**src/rtl/cpu_pkg.sv**
```systemverilog
// Types and constants shared between the front-end pipeline stages.
package cpu_pkg;

  typedef struct packed {
    logic [63:0] pc;
    logic [31:0] instr;
  } fetch_pkt_t;

  // AArch64 NOP, presented to decode whenever the queue has nothing valid
  localparam logic [31:0] NOP_INSTR = 32'hD503201F;

endpackage

```
**src/rtl/sync_fifo_ptrs.sv**
```systemverilog
// Read/write pointer and occupancy tracking for a small power-of-two FIFO.
// Carries no data, so it can be reused by any buffer that owns its own storage.
module sync_fifo_ptrs #(
  parameter int DEPTH = 2,
  parameter int PW    = $clog2(DEPTH),
  parameter int CW    = PW + 1
) (
  input  logic          clk,
  input  logic          reset,
  input  logic          push_i,
  input  logic          pop_i,
  input  logic          flush_i,
  output logic [PW-1:0] wr_ptr_o,
  output logic [PW-1:0] rd_ptr_o,
  output logic [CW-1:0] count_o,
  output logic          full_o,
  output logic          empty_o
);

  logic [PW-1:0] wr_ptr_q, wr_ptr_d;
  logic [PW-1:0] rd_ptr_q, rd_ptr_d;
  logic [CW-1:0] count_q, count_d;

  always_comb begin
    wr_ptr_d = wr_ptr_q;
    rd_ptr_d = rd_ptr_q;
    count_d  = count_q;
    if (flush_i) begin
      // Collapse onto the write pointer; storage contents become unreachable
      rd_ptr_d = wr_ptr_q;
      count_d  = '0;
    end else begin
      if (push_i) wr_ptr_d = wr_ptr_q + PW'(1);
      if (pop_i)  rd_ptr_d = rd_ptr_q + PW'(1);
      unique case ({push_i, pop_i})
        2'b10:   count_d = count_q + CW'(1);
        2'b01:   count_d = count_q - CW'(1);
        default: count_d = count_q;
      endcase
    end
  end

  always_ff @(posedge clk or negedge reset) begin
    if (!reset) begin
      wr_ptr_q <= '0;
      rd_ptr_q <= '0;
      count_q  <= '0;
    end else begin
      wr_ptr_q <= wr_ptr_d;
      rd_ptr_q <= rd_ptr_d;
      count_q  <= count_d;
    end
  end

  assign wr_ptr_o = wr_ptr_q;
  assign rd_ptr_o = rd_ptr_q;
  assign count_o  = count_q;
  assign full_o   = (count_q == CW'(DEPTH));
  assign empty_o  = (count_q == '0);

endmodule

```
**src/rtl/fetch_decode_queue.sv**
```systemverilog
// Fetch-to-decode decoupling queue: buffers {pc, instruction} pairs so fetch can run
// ahead while decode stalls, back-pressures the PC, and squashes on a taken branch.
module fetch_decode_queue
  import cpu_pkg::*;
#(
  parameter int              DEPTH     = 2,
  parameter int              AW        = 64,
  parameter int              IW        = 32,
  parameter logic [IW-1:0]   NOP_WORD  = IW'(cpu_pkg::NOP_INSTR),
  parameter int              PW        = $clog2(DEPTH),
  parameter int              CW        = PW + 1
) (
  input  logic          clk,
  input  logic          reset,
  input  logic          if_valid,
  input  logic [AW-1:0] if_pc,
  input  logic [IW-1:0] if_instruction,
  output logic          if_ready,
  input  logic          flush,
  output logic          id_valid,
  output logic [AW-1:0] id_pc,
  output logic [IW-1:0] id_instruction,
  input  logic          id_ready,
  output logic [CW-1:0] occupancy
);

  fetch_pkt_t [DEPTH-1:0] mem_q;
  logic [PW-1:0]          wr_ptr, rd_ptr;
  logic                   full, empty, push, pop;

  // Ready comes from registered count and decode's consume only, never from if_*
  assign id_valid = !empty;
  assign if_ready = !full | (id_valid & id_ready);
  assign push     = if_valid & if_ready & !flush;
  assign pop      = id_valid & id_ready & !flush;

  sync_fifo_ptrs #(.DEPTH(DEPTH)) u_ptrs (
    .clk      (clk),
    .reset    (reset),
    .push_i   (push),
    .pop_i    (pop),
    .flush_i  (flush),
    .wr_ptr_o (wr_ptr),
    .rd_ptr_o (rd_ptr),
    .count_o  (occupancy),
    .full_o   (full),
    .empty_o  (empty)
  );

  // Storage is not reset; the pointer block alone decides which entries are live
  always_ff @(posedge clk) begin
    if (push) begin
      mem_q[wr_ptr].pc    <= 64'(if_pc);
      mem_q[wr_ptr].instr <= 32'(if_instruction);
    end
  end

  assign id_pc          = id_valid ? AW'(mem_q[rd_ptr].pc)    : '0;
  assign id_instruction = id_valid ? IW'(mem_q[rd_ptr].instr) : NOP_WORD;

endmodule

```
**config.mk**
```make
export PLATFORM = sky130hd
export DESIGN_NAME = fetch_decode_queue
export DESIGN_NICKNAME = d
export VERILOG_FILES = /design/src/rtl/cpu_pkg.sv /design/src/rtl/sync_fifo_ptrs.sv /design/src/rtl/fetch_decode_queue.sv
export SDC_FILE = /design/constraint.sdc
export NUM_CORES = 1
export LEC_CHECK = 0
export ABC_CLOCK_PERIOD_IN_PS = 8100
export BUFFER_PORTS_ARGS = -buffer_cell sky130_fd_sc_hd__buf_2
export CAP_MARGIN = 40
export CORE_ASPECT_RATIO = 1.5
export CORE_MARGIN = 10
export CORE_UTILIZATION = 40
export DETAILED_ROUTE_END_ITERATION = 7
export MAX_ROUTING_LAYER = met4
export PLACE_DENSITY = 0.65
export SYNTH_ARGS = -nofsm -noshare
export SYNTH_HDL_FRONTEND = slang
export SYNTH_HIERARCHICAL = 1
export SYNTH_SLANG_ARGS = --single-unit
export TNS_END_PERCENT = 30
```
**constraint.sdc**
```tcl
create_clock -name clk -period 8.1 [get_ports clk]
set_input_delay 0.405 -clock clk [delete_from_list [all_inputs] [get_ports clk]]
set_output_delay 0.405 -clock clk [all_outputs]
set_load 0.01 [all_outputs]
```
==> impl_summary.md <==
CTS
The longest clock path from root to sink contains 2 buffers. The buffer count from post-CTS setup fixing is 0. The tree is rooted in a sky130_fd_sc_hd__clkbuf_16. Counting every sink on the clock net gives 196. After clock tree synthesis, the clock-pin slew on the worst setup and hold paths is 0.07 ns.

The clock latency on the worst-skew pair is 0.43 ns. The H-tree generated during clock tree synthesis spans 4 levels. TritonCTS built the clock tree.

In this run, CTS created clock tree buffers numbering 17.

STA
The hold violation total from the final report was 0. Setup repair after global routing left no endpoint under its margin. The setup TNS is 0 ns. The final number of max-transition violations was 0. For the pin with the worst max-slew slack, the measured transition is 0.888 ns.

Measured against its own limit, the worst slew margin works out to 40.8%. The final worst clock skew is 0.00612 ns. The maximum frequency from static timing analysis is 324 MHz. The post-route minimum period is 3.08 ns.

The count of final setup violators is 0. After layout, the worst path uses 38.1% of the clock period. In the post-route analysis, the smallest setup slack over all paths is 5.02 ns.

Power
The power density normalized to cell area is 295 nW/µm². The overall power consumption is 2900 µW. The analysis attributes to cell leakage a power of 0.00391 µW. The maximum resistive drop on vdd is 127 µV.

Synthesis
Synthesis handed over a netlist of 504 instances. The fraction of registers with async set or reset after synthesis is 2.04%. The count of flip-flops with a built-in enable after synthesis is 192. The number of distinct library cells after synthesis is 27.

The mapped netlist covers 7950 µm². The main flop type after synthesis is sky130_fd_sc_hd__edfxtp_1. The sequential element share of the synthesized area is 73.8%. The total of flip-flops plus latches after synthesis is 196. The net count after synthesis is 605. For this run, the number of Yosys warnings is 6. The average instance in the mapped netlist occupies 15.8 µm².

Status
The flow ran to the end, and the final reports show no timing, DRC or antenna violations.

Hold path
The hold path startpoint is if_pc[6]. The path with the worst hold slack has its endpoint at mem_q[38]$_DFFE_PP_. The count of cells along the worst hold path is 1. The path type of the worst min-delay path is input port to flip-flop.

Setup path
The data arrival time of the worst path is 3.13 ns. The gate family responsible for the most delay along the worst path is buffers and inverters. The maximum single-stage delay on the critical path is 0.77 ns. The maximum net fanout on the critical path is 64. The sum of buffers and inverters on the critical path is 3. The critical path in this run is classified as flip-flop to flip-flop.

The cell type with the highest occurrence count on the critical path is sky130_fd_sc_hd__buf_4. The critical path goes through nor2_4, buf_4, nand2b_1, a211oi_4, buf_4, buf_4. The critical path crosses 6 cells after its start point. The worst register-to-register path ends at mem_q[34]$_DFFE_PP_. The cell count of the worst reg-to-reg path is 6. The startpoint type of the worst setup path is a flip-flop. The origin of the critical flop-to-flop path is u_ptrs/count_o[0]$_DFFE_PN0P_. The worst register-to-register path has a setup slack of 5.02 ns. STA puts the critical path data required time at 8.15 ns. The highest-delay cell along the critical path is sky130_fd_sc_hd__buf_4. STA classifies the critical path endpoint as a flip-flop. The critical path starts at u_ptrs/count_o[0]$_DFFE_PN0P_.

GRT
The first global-routing pass estimated 25.8 mm of wire. The fraction of met2 tracks used by global routing is 23.1%. For this run, global-route usage on met3 was measured as 4.72%.

The routing usage on met1 is 13.4%. After global routing the overflow that remains totals 0. The largest net degree at the start of global routing is 66. The most crowded layer after global routing is met2.

The total global-route track usage is 13.4%. The initial antenna violation count is 5. The number of global-route vias before repair came to 4903.

Run
The tool flagged a number of max-cap violations equal to 0.

Place
The sum of net half-perimeters after detailed placement is 12.2 mm. The placement-stage worst setup slack is 5.00 ns. Port buffering added 200 buffers. The weighted congestion at the end of routability-driven global placement is 0.738.

Floorplanning
The floorplan step set the die width to 135 µm. After floorplanning, the core was sized to cover 19700 µm². The starting utilization of the core area is 40.4%. After floorplanning, the core was divided into 63 placement rows.

The overall die area is 26000 µm². 201 I/O pins were placed. From bottom edge to top edge, the die measures 193 µm.

Final layout
The top cell types in the final layout, fill and taps aside, are 200 x sky130_fd_sc_hd__buf_2, 192 x sky130_fd_sc_hd__edfxtp_1, 96 x sky130_fd_sc_hd__mux2i_1, 85 x sky130_fd_sc_hd__nor2_1, 32 x sky130_fd_sc_hd__and2_1. The synthesis-to-finish area growth is 23.5%. In the final layout, the share of cells above drive strength 1 is 33.7%. The final layout contains 806 nets. Leaving out fill and tap cells, the most frequent cell in the layout is sky130_fd_sc_hd__buf_2.

The fraction of the core area covered by cells at the end of the flow is 49.8%.

Route
In this run, the number of DRC markers left after iteration 0 of detailed routing was 205. After detailed routing, the average wire length per cell comes to 17.6 µm. After detailed routing, the total wire length is 17.3 mm. The pre-antenna-repair detailed-routing pass consisted of 4 iterations. After detailed routing, the number of vias per cell comes to 4.64.

The routed layout has 4565 vias. The number of antenna-violating nets in the routed design is 0. The final routed DRC violation total is 0.
[cell usage after synthesis (2+ instances only)]
cell type,instances,area share [%]
sky130_fd_sc_hd__xnor2_1,3,0.33
sky130_fd_sc_hd__inv_1,2,0.094
sky130_fd_sc_hd__and2_1,32,2.5
sky130_fd_sc_hd__a211oi_1,2,0.19
sky130_fd_sc_hd__nor2b_1,24,1.9
sky130_fd_sc_hd__buf_4,5,0.47
sky130_fd_sc_hd__edfxtp_1,192,72
sky130_fd_sc_hd__buf_12,3,0.76
sky130_fd_sc_hd__nand2_1,15,0.71
sky130_fd_sc_hd__buf_2,3,0.19
sky130_fd_sc_hd__buf_6,2,0.28
sky130_fd_sc_hd__and2b_1,9,0.85
sky130_fd_sc_hd__clkbuf_1,13,0.61
sky130_fd_sc_hd__nand2b_1,3,0.24
sky130_fd_sc_hd__dfrtp_1,4,1.3
sky130_fd_sc_hd__mux2i_1,96,12
sky130_fd_sc_hd__nor2_1,86,4.1
[metrics by stage]
step	instance area (µm²)	hold slack, ns	instances
global placement	9160	0.222	942
CTS	9810	0.140	978
floorplan	7950	0.109	504
finish	9820	0.166	983
detailed placement	9230	0.225	945
global route	9820	0.142	983
[worst max-delay path by stage]
stage / slack, ns / endpoint
2_1_floorplan: -0.44 / mem_q[100]$_DFFE_PP_
3_3_place_gp: 4.88 / mem_q[82]$_DFFE_PP_
3_5_place_dp: 5.00 / mem_q[176]$_DFFE_PP_
4_1_cts: 4.97 / mem_q[174]$_DFFE_PP_
5_1_grt: 4.79 / mem_q[178]$_DFFE_PP_
6_report: 5.02 / mem_q[34]$_DFFE_PP_
[registers in the layout, summed over array words and instances (netlist names)]
| signal | cells |
|---|---|
| u_ptrs/count_o | 2 |
| u_ptrs/wr_ptr_o | 1 |
| u_ptrs/rd_ptr_o | 1 |
| mem_q | 192 |
[power breakdown]
group	leakage [µW]	total, µW	internal [µW]	switching (µW)
registers	0.00182	1360	1280	80.8
clock network	0.000259	810	456	354
logic	0.00183	726	317	409
[area by class of cell]
type                       count  area [µm²]
fill                        1719        9890
clock inverter                11         130
multi-input combinational    278        1910
antenna                        5        12.5
timing repair buffer         210        1120
tap                          260         325
sequential                   196        5870
inverter                       2        7.51
clock buffer                  21         440
[logic make-up (layout without fill, tap and decap cells)]
logic type / Yosys count / count (layout) / synth area share, %
flops: 196 / 196 / 73.8
simple gates: 173 / 173 / 10.7
mux: 96 / 96 / 12.1
buf+inv: 30 / 244 / 2.66
compound gates: 5 / 5 / 0.377
xor+xnor: 4 / 4 / 0.441
other cells: 0 / 5 / 0
[repair_timing]
action	in CTS	in global routing
resized for setup	0	0
endpoints found under the hold margin	4	0
hold buffers	1	0
[layer usage]
metal / wire length, µm / share of wire [%]
met1: 6460 / 37
met2: 9210 / 53
met3: 1220 / 7.1
met4: 376 / 2.2
met5: 0 / 0
Note: power is estimated with default switching activity, not from simulation.
